<file path="src/rtl/ascon_round_counter.sv">
// Round sequencer for the ASCON permutation: loads a per-mode start round, steps
// to LAST_ROUND under ena_i, then gives a one-cycle done pulse before returning to idle.
module ascon_round_counter #(
  parameter int WIDTH      = 4,
  parameter int LAST_ROUND = 11,
  parameter int INIT_A     = 0,
  parameter int INIT_B     = 6,
  parameter int INIT_C     = 4
) (
  input  logic             clock_i,
  input  logic             resetb_i,
  input  logic             ena_i,
  input  logic             start_i,
  input  logic [1:0]       mode_i,
  input  logic             abort_i,
  output logic [WIDTH-1:0] count_o,
  output logic             busy_o,
  output logic             last_o,
  output logic             done_o,
  output logic             err_o
);

  typedef enum logic [1:0] {S_IDLE, S_RUN, S_DONE} state_t;

  localparam logic [WIDTH-1:0] LP_LAST   = WIDTH'(LAST_ROUND);
  localparam logic [WIDTH-1:0] LP_INIT_A = WIDTH'(INIT_A);
  localparam logic [WIDTH-1:0] LP_INIT_B = WIDTH'(INIT_B);
  localparam logic [WIDTH-1:0] LP_INIT_C = WIDTH'(INIT_C);

  // Start rounds must lie inside the run, and the run must fit the counter.
  if (INIT_A > LAST_ROUND || INIT_B > LAST_ROUND || INIT_C > LAST_ROUND ||
      INIT_A < 0 || INIT_B < 0 || INIT_C < 0 || LAST_ROUND >= (1 << WIDTH)) begin : g_param_check
    $fatal(1, "ascon_round_counter: INIT_x <= LAST_ROUND < 2**WIDTH violated");
  end

  state_t           r_state;
  logic [WIDTH-1:0] r_count;
  logic             r_busy;
  logic             r_done;
  logic             r_err;
  logic [WIDTH-1:0] w_init;
  logic             w_at_last;

  always_comb begin
    w_init = LP_INIT_A;
    case (mode_i)
      2'b01:   w_init = LP_INIT_B;
      2'b10:   w_init = LP_INIT_C;
      default: w_init = LP_INIT_A;
    endcase
  end

  assign w_at_last = (r_count == LP_LAST);

  // Abort outranks everything but reset; DONE always exits regardless of ena_i.
  always_ff @(posedge clock_i or negedge resetb_i) begin
    if (!resetb_i) begin
      r_state <= S_IDLE;
      r_count <= '0;
      r_busy  <= 1'b0;
      r_done  <= 1'b0;
      r_err   <= 1'b0;
    end else if (abort_i) begin
      r_state <= S_IDLE;
      r_count <= '0;
      r_busy  <= 1'b0;
      r_done  <= 1'b0;
      r_err   <= 1'b0;
    end else begin
      case (r_state)
        S_IDLE: begin
          if (ena_i && start_i) begin
            r_state <= S_RUN;
            r_count <= w_init;
            r_busy  <= 1'b1;
          end
        end
        S_RUN: begin
          if (ena_i) begin
            if (start_i) r_err <= 1'b1;
            if (w_at_last) begin
              r_state <= S_DONE;
              r_busy  <= 1'b0;
              r_done  <= 1'b1;
            end else begin
              r_count <= r_count + WIDTH'(1);
            end
          end
        end
        S_DONE: begin
          r_state <= S_IDLE;
          r_done  <= 1'b0;
          if (start_i) r_err <= 1'b1;
        end
        default: begin
          r_state <= S_IDLE;
          r_busy  <= 1'b0;
          r_done  <= 1'b0;
        end
      endcase
    end
  end

  assign count_o = r_count;
  assign busy_o  = r_busy;
  assign last_o  = r_busy && w_at_last;
  assign done_o  = r_done;
  assign err_o   = r_err;

endmodule

</file>
<file path="config.mk">
export PLATFORM = sky130hd
export DESIGN_NAME = ascon_round_counter
export DESIGN_NICKNAME = d
export VERILOG_FILES = /design/src/rtl/ascon_round_counter.sv
export SDC_FILE = /design/constraint.sdc
export NUM_CORES = 1
export LEC_CHECK = 0
export CAP_MARGIN = 20
export CORE_AREA = 2 2 39 41
export CTS_BUF_LIST = sky130_fd_sc_hd__clkbuf_4 sky130_fd_sc_hd__clkbuf_8 sky130_fd_sc_hd__clkbuf_16
export CTS_CLUSTER_DIAMETER = 120
export DETAILED_ROUTE_END_ITERATION = 8
export DIE_AREA = 0 0 41 43
export HOLD_SLACK_MARGIN = 0.12
export PLACE_DENSITY = 0.69
export SLEW_MARGIN = 40
export SYNTH_ARGS = -nofsm -noshare
export SYNTH_HDL_FRONTEND = slang
export SYNTH_SLANG_ARGS = --single-unit
</file>
<file path="constraint.sdc">
create_clock -name clock_i -period 2.45 [get_ports clock_i]
set_clock_uncertainty 0.05 [all_clocks]
set_input_delay 0.735 -clock clock_i [delete_from_list [all_inputs] [get_ports clock_i]]
set_output_delay 0.735 -clock clock_i [all_outputs]
set_load 0.02 [all_outputs]
</file>
* Yosys cells after proc, flatten, opt, wreduce, memory -nomap -nowiden
Cells that the tools add are included.
Word-level totals: register bits 9, bits in latches 0, memory bits (read-only) 0, word-level logic and storage cells 51, bits of input ports 7, output and inout port bits 8, memories kept 0, bits in writable memories 0
Cells by class: muxes and demuxes 24, bitwise gates (word level) 0, shift-type cells 0, div/mod/pow operators 0, equal/unequal tests 11, add/subtract/negate cells 1, reductions and logical operators 10, magnitude comparators 0, multipliers 0
Operators with widths (number):
- 4-bit two-way mux | 4
- 3-bit inequality test (second input constant) | 4
- 1-bit two-way mux | 10
- 2-bit two-way mux | 4
- 4-bit one-hot mux with 2 select lines | 1
- 4-bit AND reduction | 2
- 3-bit one-hot mux with 2 select lines | 1
- 3-bit AND reduction | 2
- 3-bit nonzero test | 2
- 4-bit by 1-bit adder with 4-bit output (second input constant) | 1
- 2-bit by 1-bit equality test with 1-bit output (second input constant) | 2
- 2-bit equality test (second input constant) | 2
- 4-bit equality test (second input constant) | 1
- 2-bit inequality test (second input constant) | 2
- 1-bit one-hot mux with 2 select lines | 2
- 2-bit one-hot mux with 2 select lines | 1
- 1-bit one-hot mux with 3 select lines | 1
- 1-bit logical AND | 2
- 2-bit logical NOT | 1
- 2-bit AND reduction | 1

* Logic depth before layout (Yosys ltp)
Gate-level depths: netlist (run 1).
depth in word-level cells 5, gate-level depth with buffers 4, mapped depth without buffers 4

* Worst setup path after synthesis (run 1)
Ideal clock, no wire load.
path type register to output, from register r_count[0] (netlist: count_o[0]), to output port last_o, buffers on the path 0, required time 1665 ps, arrival time 1182 ps, slack 483 ps, cell stages (with the launch flop) 4, path through dfrtp_1 ha_1 and3b_2 and2_1
Between the ends: word-level cells in the longest chain between the ends 2
RTL lines:
- start, declared | line 37 | logic [WIDTH-1:0] r_count;
- start signal, assigned | line 74 | r_count <= w_init;
- start signal, assigned | line 86 | r_count <= r_count + WIDTH'(1);
- 4-bit equality test | line 53 | assign w_at_last = (r_count == LP_LAST);
- 1-bit logical AND | line 106 | assign last_o = r_busy && w_at_last;
- end, declared | line 18 | output logic last_o,
No other way between the ends.

* Worst setup path after layout (run 1)
from register r_count[1] (netlist: count_o[1]), to output port last_o
Same word-level chain as after synthesis.

==> results.sh, run 1 <==
export IMPL_io_pins=15
export IMPL_crit_reg2reg_launch="count_o[1]"
export IMPL_start_util=0.392
export IMPL_p_leak_nw=0.329
export IMPL_tightest_slew_ps=426
export IMPL_ys_async_sr_fraction=1.00
export IMPL_drive_above_1_share=0.120
export IMPL_vias_per_cell=5.56
export IMPL_dpl_instance_area_um2=721
export IMPL_yosysSeqAreaShare=0.416
export IMPL_die_h_um=43
export IMPL_dpl_hpwl_um=926
export IMPL_cts_buffers_inserted=3
export IMPL_rr_worst_depth=5
export IMPL_diodes=0
export IMPL_post_cts_buffers=0
export IMPL_hp_class="reg -> reg"
export IMPL_syn_inst=55
export IMPL_synth_xor_xnor_area_share=0
export IMPL_critPathSlowestCell="dfrtp_1"
export IMPL_crit_chain="ha_1 -> and3b_2 -> and2_1 -> dlygate4sd2_1"
export IMPL_wire_per_inst_um=14.0
export IMPL_hold_depth=2
export IMPL_synthFlopType="dfrtp_1"
export IMPL_min_to="err_o"
export IMPL_cp_data_required_time_ps=1660
export IMPL_min_period_ps=2380
export IMPL_slowest_delay_ps=430
export IMPL_antenna_found_initial=0
export IMPL_cts_tree="yes"
export IMPL_critical_path_max_fanout=5
export IMPL_cts_hold_buf=0
export IMPL_htreeDepth=1
export IMPL_drt_total_wl_mm=1.28
export IMPL_chipWidth_um=41
export IMPL_synth_top_area_frac=0.416
export IMPL_clk_pin_slew_ps=70
export IMPL_slew_headroom=0.715
export IMPL_row_count=14
export IMPL_crit_path_end_kind="primary output"
export IMPL_arrival_ps=1590
export IMPL_grt_pass1_wl_mm=2.13
export IMPL_yosys_top_cells_area="dfrtp_1 (42%), and3b_1 (4.8%), a21oi_1 (4.6%)"
export IMPL_crit_type="reg -> out"
export IMPL_drtPass1Iterations=4
export IMPL_min_period_over_period=0.970
export IMPL_r2r_setup_slack_ps=700
export IMPL_min_delay_start="err_o"
export IMPL_max_freq_ghz=0.421
export IMPL_drv_cap=0
export IMPL_syn_area_um2=542
export IMPL_yosysTopAreaCell="dfrtp_1"
export IMPL_drtIter0Drc=10
export IMPL_hold_viol=0
export IMPL_critPathBufInv=1
export IMPL_die_area_um2=1760
export IMPL_vias=506
export IMPL_cts_root_buf="clkbuf_4"
export IMPL_synth_top_family_by_area="simple AND/OR/NAND/NOR gates"
export IMPL_io_buffers=14
export IMPL_synthSimpleGateAreaFrac=0.284
export IMPL_postRouteAntennaNets=0
export IMPL_synthDistinctLibCells=29
export IMPL_grt_max_degree=11
export IMPL_drc=0
export IMPL_start_kind="flop"
export IMPL_synth_adder_area_share=0.0462
export IMPL_vdd_drop_max_mv=0.251
export IMPL_overflow=0
export IMPL_syn_nets=64
export IMPL_reg2reg_to="count_o[2]"
export IMPL_cts_sinks=9
export IMPL_yosys_warnings=0
export IMPL_clock_path_buffers=2
export IMPL_syn_area_per_cell_um2=9.85
export IMPL_area_delta_synth_final_pct=38.3
export IMPL_ys_ff_latch=9
export IMPL_grt_pass1_vias=451
export IMPL_clk_latency_ps=270
export IMPL_cts_resized=1
export IMPL_drv_slew=0
export IMPL_power_density_nw_per_um2=484
export IMPL_synth_mux_area_frac=0.0185
export IMPL_nets=85
export IMPL_grt_use_total=0.187
export IMPL_gp_congestion=0.824
export IMPL_rsz0062_at_grt="false"
export IMPL_synth_compound_area_frac=0.194
export IMPL_design_area_um2=749
export IMPL_synth_edf_count=0
export IMPL_status="completed"
export IMPL_core_area_um2=1380
export IMPL_fin_setup_tns_ps=0
export IMPL_critPathTopFamily="flip-flops"
export IMPL_nFillCells=130
export IMPL_setup_viol=0
## metal layers
metal	global-route usage	routed length, um	up-vias
met5	0	0	-
met4	0.100	24	0
met3	0.0628	91	3
met2	0.250	585	27
met1	0.256	576	231
li1	-	-	245
## worst max-delay path by stage
stage               startpoint  endpoint  slack, ps  depth (start not counted)
detailed placement  count_o[1]    last_o        160                          4
finish              count_o[1]    last_o         70                          4
global route        count_o[1]    last_o         20                          4
CTS                 count_o[1]    last_o         80                          4
global placement    count_o[1]    last_o        190                          4
floorplan           count_o[0]    last_o        480                          3
## state kept, by name, indices dropped and copies added, names as in the netlist
name     flops
done_o       1
busy_o       1
r_state      2
err_o        1
count_o      4
## metrics by stage
step / setup WS [ps] / hold WS, ps / power [mW] / instances / utilization
6_report: 72.7 / 466 / 0.363 / 91 / 0.542
5_1_grt: 17.7 / 497 / 0.388 / 91 / 0.542
4_1_cts: 75.3 / 473 / 0.367 / 91 / 0.542
3_5_place_dp: 162 / 463 / 0.233 / 87 / 0.521
3_3_place_gp: 186 / 453 / 0.233 / 87 / 0.521
2_1_floorplan: 483 / 389 / 0.198 / 55 / -
## cells in the final DEF, fill, tap and decap left out, drive strengths merged
| master | instances |
|---|---|
| clkdlybuf4s50 | 13 |
| dfrtp | 9 |
| inv | 5 |
| a21oi | 5 |
| clkbuf | 4 |
| and3b | 4 |
| nor2b | 3 |
| buf | 3 |
| nand2b | 2 |
| nor2 | 2 |
| nor3 | 2 |
| nand2 | 2 |
| o21ai | 2 |
| ha | 2 |
| and2 | 1 |
| and4b | 1 |
| mux2i | 1 |
| o31a | 1 |
| a211oi | 1 |
| o31ai | 1 |
| or3b | 1 |
| nand4b | 1 |
| nand3 | 1 |
| a41oi | 1 |
| a311oi | 1 |
| o21bai | 1 |
| nand3b | 1 |
| or4bb | 1 |
| a2111o | 1 |
| a32o | 1 |
| dlygate4sd2 | 1 |
## cells by family after synthesis
kind of cell | after synthesis
adders and majority gates | 2
and+or+nand+nor | 22
DFF | 9
AOI/OAI and AO/OA | 15
buffers and inverters | 6
muxes | 1
## worst min-delay path, stage by stage, from the launching register on
cell and delay (ps):
dfrtp_1 370, inv_1 50, a21oi_1 50
## power breakdown
group / internal [mW] / total (mW) / switching (mW) / leakage, nW
clock network: 0.0741 / 0.132 / 0.0579 / 0.0184
registers: 0.155 / 0.162 / 0.00710 / 0.122
logic: 0.0351 / 0.0685 / 0.0335 / 0.188
total: 0.264 / 0.363 / 0.0985 / 0.329
## cells in the mapped netlist, types with 2 or more instances
cell type,n
a21oi_1,5
nand2_1,2
dfrtp_1,9
nand2b_1,2
ha_1,2
o21ai_0,2
and3b_1,3
nor2b_1,3
inv_1,5
nor3_1,2
nor2_1,2
## final cells by class
| cell class | instances | area [um2] | area share |
|---|---|---|---|
| flip-flops and latches | 9 | 225 | 0.301 |
| repair buffers | 17 | 161 | 0.215 |
| clock buffers | 4 | 30.0 | 0.0401 |
| multi-input cells | 40 | 294 | 0.392 |
| well taps | 16 | 20.0 | 0.0267 |
| inverters | 5 | 18.8 | 0.0250 |
No activity file was read; power rests on OpenSTA's default activity.
==> run 2, diff against run 1 <==
CORE_AREA = default   (was 2 2 39 41)
CORE_UTILIZATION = 40   (was default)
DIE_AREA = default   (was 0 0 41 43)
==> run 2 against run 1 <==
Die area fell by 15%. Critical path depth stayed put. First-iteration DRC count rose by 20%. Flip-flop and latch count unchanged. Via count fell by 3.0%. Non-clock buffer count unchanged. Register-to-register slack better by 20 ps. Setup slack gained 34 ps. Core utilization grew 8.6 points. Combinational power about the same.
==> results.sh, run 2 (synthesized netlist as in run 1, its figures left out) <==
export IMPL_status="completed"
export IMPL_hold_viol=0
export IMPL_wire_per_inst_um=13.8
export IMPL_drtPass1Iterations=4
export IMPL_nFillCells=114
export IMPL_min_period_ps=2340
export IMPL_dpl_instance_area_um2=718
export IMPL_vias_per_cell=5.52
export IMPL_hp_class="reg -> reg"
export IMPL_htreeDepth=1
export IMPL_grt_pass1_vias=434
export IMPL_critPathLaunch="count_o[1]"
export IMPL_drtIter0Drc=12
export IMPL_vdd_drop_max_mv=0.288
export IMPL_drc=0
export IMPL_largest_reg_flops=4
export IMPL_cp_endpoint="last_o"
export IMPL_grt_pass1_wl_mm=1.93
export IMPL_dp_cells=85
export IMPL_crit_path_end_kind="primary output"
export IMPL_hold_depth=2
export IMPL_die_area_um2=1510
export IMPL_reg2reg_to="count_o[2]"
export IMPL_io_pins=15
export IMPL_vias=491
export IMPL_clk_pin_slew_ps=60
export IMPL_post_place_ws_ps=164
export IMPL_postRouteAntennaNets=0
export IMPL_drive_above_1_share=0.120
export IMPL_slowest_delay_ps=420
export IMPL_grt_max_degree=11
export IMPL_cp_data_required_time_ps=1660
export IMPL_dpl_hpwl_um=947
export IMPL_tightest_slew_ps=394
export IMPL_critPathTopFamily="flip-flops"
export IMPL_critPathSlowestCell="dfrtp_1"
export IMPL_nets=85
export IMPL_overflow=0
export IMPL_setup_ws_ps=106
export IMPL_start_util=0.457
export IMPL_cts_sinks=9
export IMPL_max_freq_ghz=0.427
export IMPL_drv_cap=0
export IMPL_crit_reg2reg_launch="count_o[1]"
export IMPL_crit_type="reg -> out"
export IMPL_critical_path_max_fanout=5
export IMPL_core_area_um2=1190
export IMPL_path_depth=4
export IMPL_arrival_ps=1560
export IMPL_cts_hold_buf=0
export IMPL_min_period_over_period=0.957
export IMPL_rsz0062_at_grt="false"
export IMPL_die_h_um=38.8
export IMPL_p_total_uw=340
export IMPL_p_leak_nw=0.329
export IMPL_r2r_setup_slack_ps=720
export IMPL_design_area_um2=744
export IMPL_clk_latency_ps=250
export IMPL_cts_buffers_inserted=3
export IMPL_start_kind="flop"
export IMPL_instances_no_fill=89
export IMPL_drt_total_wl_mm=1.23
export IMPL_rr_worst_depth=5
export IMPL_diodes=0
export IMPL_drv_slew=0
export IMPL_power_density_nw_per_um2=456
export IMPL_slew_headroom=0.736
export IMPL_grt_use_total=0.192
export IMPL_area_delta_synth_final_pct=37.4
export IMPL_fin_setup_tns_ps=0
export IMPL_utilization=0.628
export IMPL_clock_path_buffers=2
export IMPL_layout_common_cells="clkdlybuf4s50_1 (13), dfrtp_1 (9), inv_1 (5), a21oi_1 (5)"
export IMPL_row_count=12
export IMPL_crit_chain="ha_1 -> and3b_2 -> and2_1 -> dlygate4sd2_1"
export IMPL_critPathBufInv=1
export IMPL_io_buffers=14
export IMPL_gp_congestion=0.873
export IMPL_cts_tree="yes"
export IMPL_antenna_found_initial=0
export IMPL_layout_commonest_cell="clkdlybuf4s50_1"
export IMPL_cts_root_buf="clkbuf_4"
export IMPL_holdWs_ps=477
export IMPL_chipWidth_um=38.8
export IMPL_setup_viol=0
==> run 2: how the worst min path moves through the flow <==
stage / from / to
4_1_cts: err_o / err_o
3_5_place_dp: err_o / err_o
5_1_grt: err_o / err_o
6_report: err_o / err_o
3_3_place_gp: err_o / err_o
2_1_floorplan: resetb_i / busy_o
==> run 2: worst min-delay path: cells and delay by family, from the launching register on <==
| kind | cells | cell delay (ps) |
|---|---|---|
| flip-flops | 1 | 370 |
| buffers and inverters | 1 | 60 |
| AO/OA/AOI/OAI | 1 | 60 |
==> run 2: cell type report <==
class	instances	area, um2	area share
clock buffers	3	22.5	0.0303
clock inverters	1	5.00	0.00672
inverters	5	18.8	0.0252
multi-input cells	40	294	0.395
flip-flops and latches	9	225	0.303
well taps	14	17.5	0.0235
repair buffers	17	161	0.217
==> run 2: routing by layer <==
layer,up-vias,part of all wire,wire [um],track usage
li1,251,-,-,-
met1,220,0.51,622,0.266
met2,18,0.44,545,0.292
met3,2,0.047,58,0.0520
met4,0,0.0032,4,0.0517
met5,-,0,0,0
==> run 2: power breakdown <==
part,internal [mW],total [mW],switching [mW]
clock network,0.0600,0.109,0.0493
logic,0.0352,0.0684,0.0332
registers,0.155,0.162,0.00698
total,0.250,0.340,0.0895
==> run 2: repair_timing <==
action                                  in CTS  in global routing
endpoints found under the setup margin       1                  0
resized for setup                            1                  0
buffers inserted                             0                  0
==> run 3, diff against run 2 <==
CORE_MARGIN = 5   (was default)
SKIP_CTS_REPAIR_TIMING = 1   (was default)
==> run 3 against run 2 <==
First-iteration DRC count shrank 83%. Via count decreased by 2.0%. Power up 4.9%. Clock power is 16% higher. Register-to-register slack improved by 20 ps. Combinational power about the same. Highest routed layer is now met3. Wire length fell by 0.65%. Cell area is 2.0% higher. Critical endpoint unchanged. Die area is 45% higher. Largest cell class unchanged.
==> results.sh, run 3 (synthesized netlist as in run 1, its figures left out) <==
export IMPL_status="completed"
export IMPL_clk_latency_ps=260
export IMPL_antenna_found_initial=0
export IMPL_clk_pin_slew_ps=60
export IMPL_grt_util_met3=0.0690
export IMPL_layout_common_cells="clkdlybuf4s50_1 (13), dfrtp_1 (9), inv_1 (5), a21oi_1 (5)"
export IMPL_slew_headroom=0.718
export IMPL_die_area_um2=2190
export IMPL_vdd_drop_max_mv=0.318
export IMPL_overflow=0
export IMPL_utilization=0.591
export IMPL_cts_buffers_inserted=3
export IMPL_clock_power_share=0.354
export IMPL_drv_slew=0
export IMPL_p_total_uw=356
export IMPL_start_kind="flop"
export IMPL_max_freq_ghz=0.448
export IMPL_grt_pass1_wl_mm=1.91
export IMPL_core_area_um2=1280
export IMPL_cts_sinks=9
export IMPL_vias=481
export IMPL_diodes=0
export IMPL_largest_reg_flops=4
export IMPL_dpl_hpwl_um=935
export IMPL_holdWs_ps=461
export IMPL_swShare=0.259
export IMPL_drtIter0Drc=2
export IMPL_seqPwrFrac=0.455
export IMPL_crit_type="reg -> out"
export IMPL_cts_tree="yes"
export IMPL_multi_input_area_um2=294
export IMPL_min_period_ps=2230
export IMPL_grt_pass1_vias=452
export IMPL_io_pins=15
export IMPL_grt_use_total=0.126
export IMPL_grt_max_degree=11
export IMPL_min_period_over_period=0.910
export IMPL_io_buffers=14
export IMPL_start_util=0.422
export IMPL_top_usage_layer="met2"
export IMPL_drc=0
export IMPL_nets=86
export IMPL_power_switching_uw=92.3
export IMPL_row_count=13
export IMPL_drtPass1Iterations=2
export IMPL_postRouteAntennaNets=0
export IMPL_hp_class="reg -> reg"
export IMPL_fin_setup_tns_ps=0
export IMPL_area_delta_synth_final_pct=40.2
export IMPL_p_leak_nw=0.349
export IMPL_tightest_slew_ps=421
export IMPL_wire_per_inst_um=13.4
export IMPL_die_h_um=46.8
export IMPL_rsz0062_at_grt="false"
export IMPL_power_density_nw_per_um2=469
export IMPL_drive_above_1_share=0.132
export IMPL_arrival_ps=1440
export IMPL_drv_cap=0
export IMPL_setup_viol=0
export IMPL_htreeDepth=1
export IMPL_p_int_uw=264
export IMPL_met1_usage=0.156
export IMPL_cts_root_buf="clkbuf_4"
export IMPL_critical_path_max_fanout=5
export IMPL_gp_congestion=0.854
export IMPL_grt_met2_usage=0.198
export IMPL_ff_latch_area_um2=225
export IMPL_clock_path_buffers=2
export IMPL_power_frac_comb=0.191
export IMPL_vias_per_cell=5.29
export IMPL_layout_commonest_cell="clkdlybuf4s50_1"
export IMPL_drt_total_wl_mm=1.22
export IMPL_chipWidth_um=46.8
export IMPL_nFillCells=120
export IMPL_cp_data_required_time_ps=1660
export IMPL_crit_path_end_kind="primary output"
export IMPL_hold_viol=0
## run 3: power groups by stage
stage / clock network [mW] / logic (mW) / registers [mW]
after detailed placement: 0 / 0.0686 / 0.165
after global routing: 0.140 / 0.0750 / 0.163
after floorplan: 0 / 0.0269 / 0.171
final: 0.126 / 0.0681 / 0.162
after CTS: 0.133 / 0.0690 / 0.162
after global placement: 0 / 0.0688 / 0.164
## run 3: critical path, cell delays in order (launching register included)
cell            delay [ps]
dfrtp_1                420
ha_1                   200
and3b_2                220
and2_1                 150
dlymetal6s2s_1         200
## run 3: metrics by stage
step | area (um2) | cells | setup WS (ps)
after floorplan | 542 | 55 | 483
after global placement | 727 | 87 | 180
after detailed placement | 727 | 87 | 163
after CTS | 757 | 91 | -128
after global routing | 759 | 91 | 144
final | 759 | 91 | 220
## run 3: area by class of cell
class                           instances  area share
Multi-Input combinational cell         40       0.387
Sequential cell                         9       0.297
Timing Repair Buffer                   18       0.227
Clock buffer                            4      0.0395
Inverter                                5      0.0247
Tap cell                               15      0.0247
## run 3: final timing paths
kind	start	endpoint	slack, ps	cells after the start
worst max-delay path	count_o[1]	last_o	220	4
worst min-delay path	err_o	err_o	460	2
worst max register to register	count_o[1]	count_o[2]	740	5
worst min register to register	err_o	err_o	460	2
max in group asynchronous	resetb_i	count_o[3]	1330	1
min in group asynchronous	resetb_i	err_o	720	1
## run 3: per-layer routing
| layer | wire length (um) | share of wire |
|---|---|---|
| met3 | 124 | 0.10 |
| met1 | 570 | 0.47 |
| met5 | 0 | 0 |
| met4 | 0 | 0 |
| met2 | 528 | 0.43 |
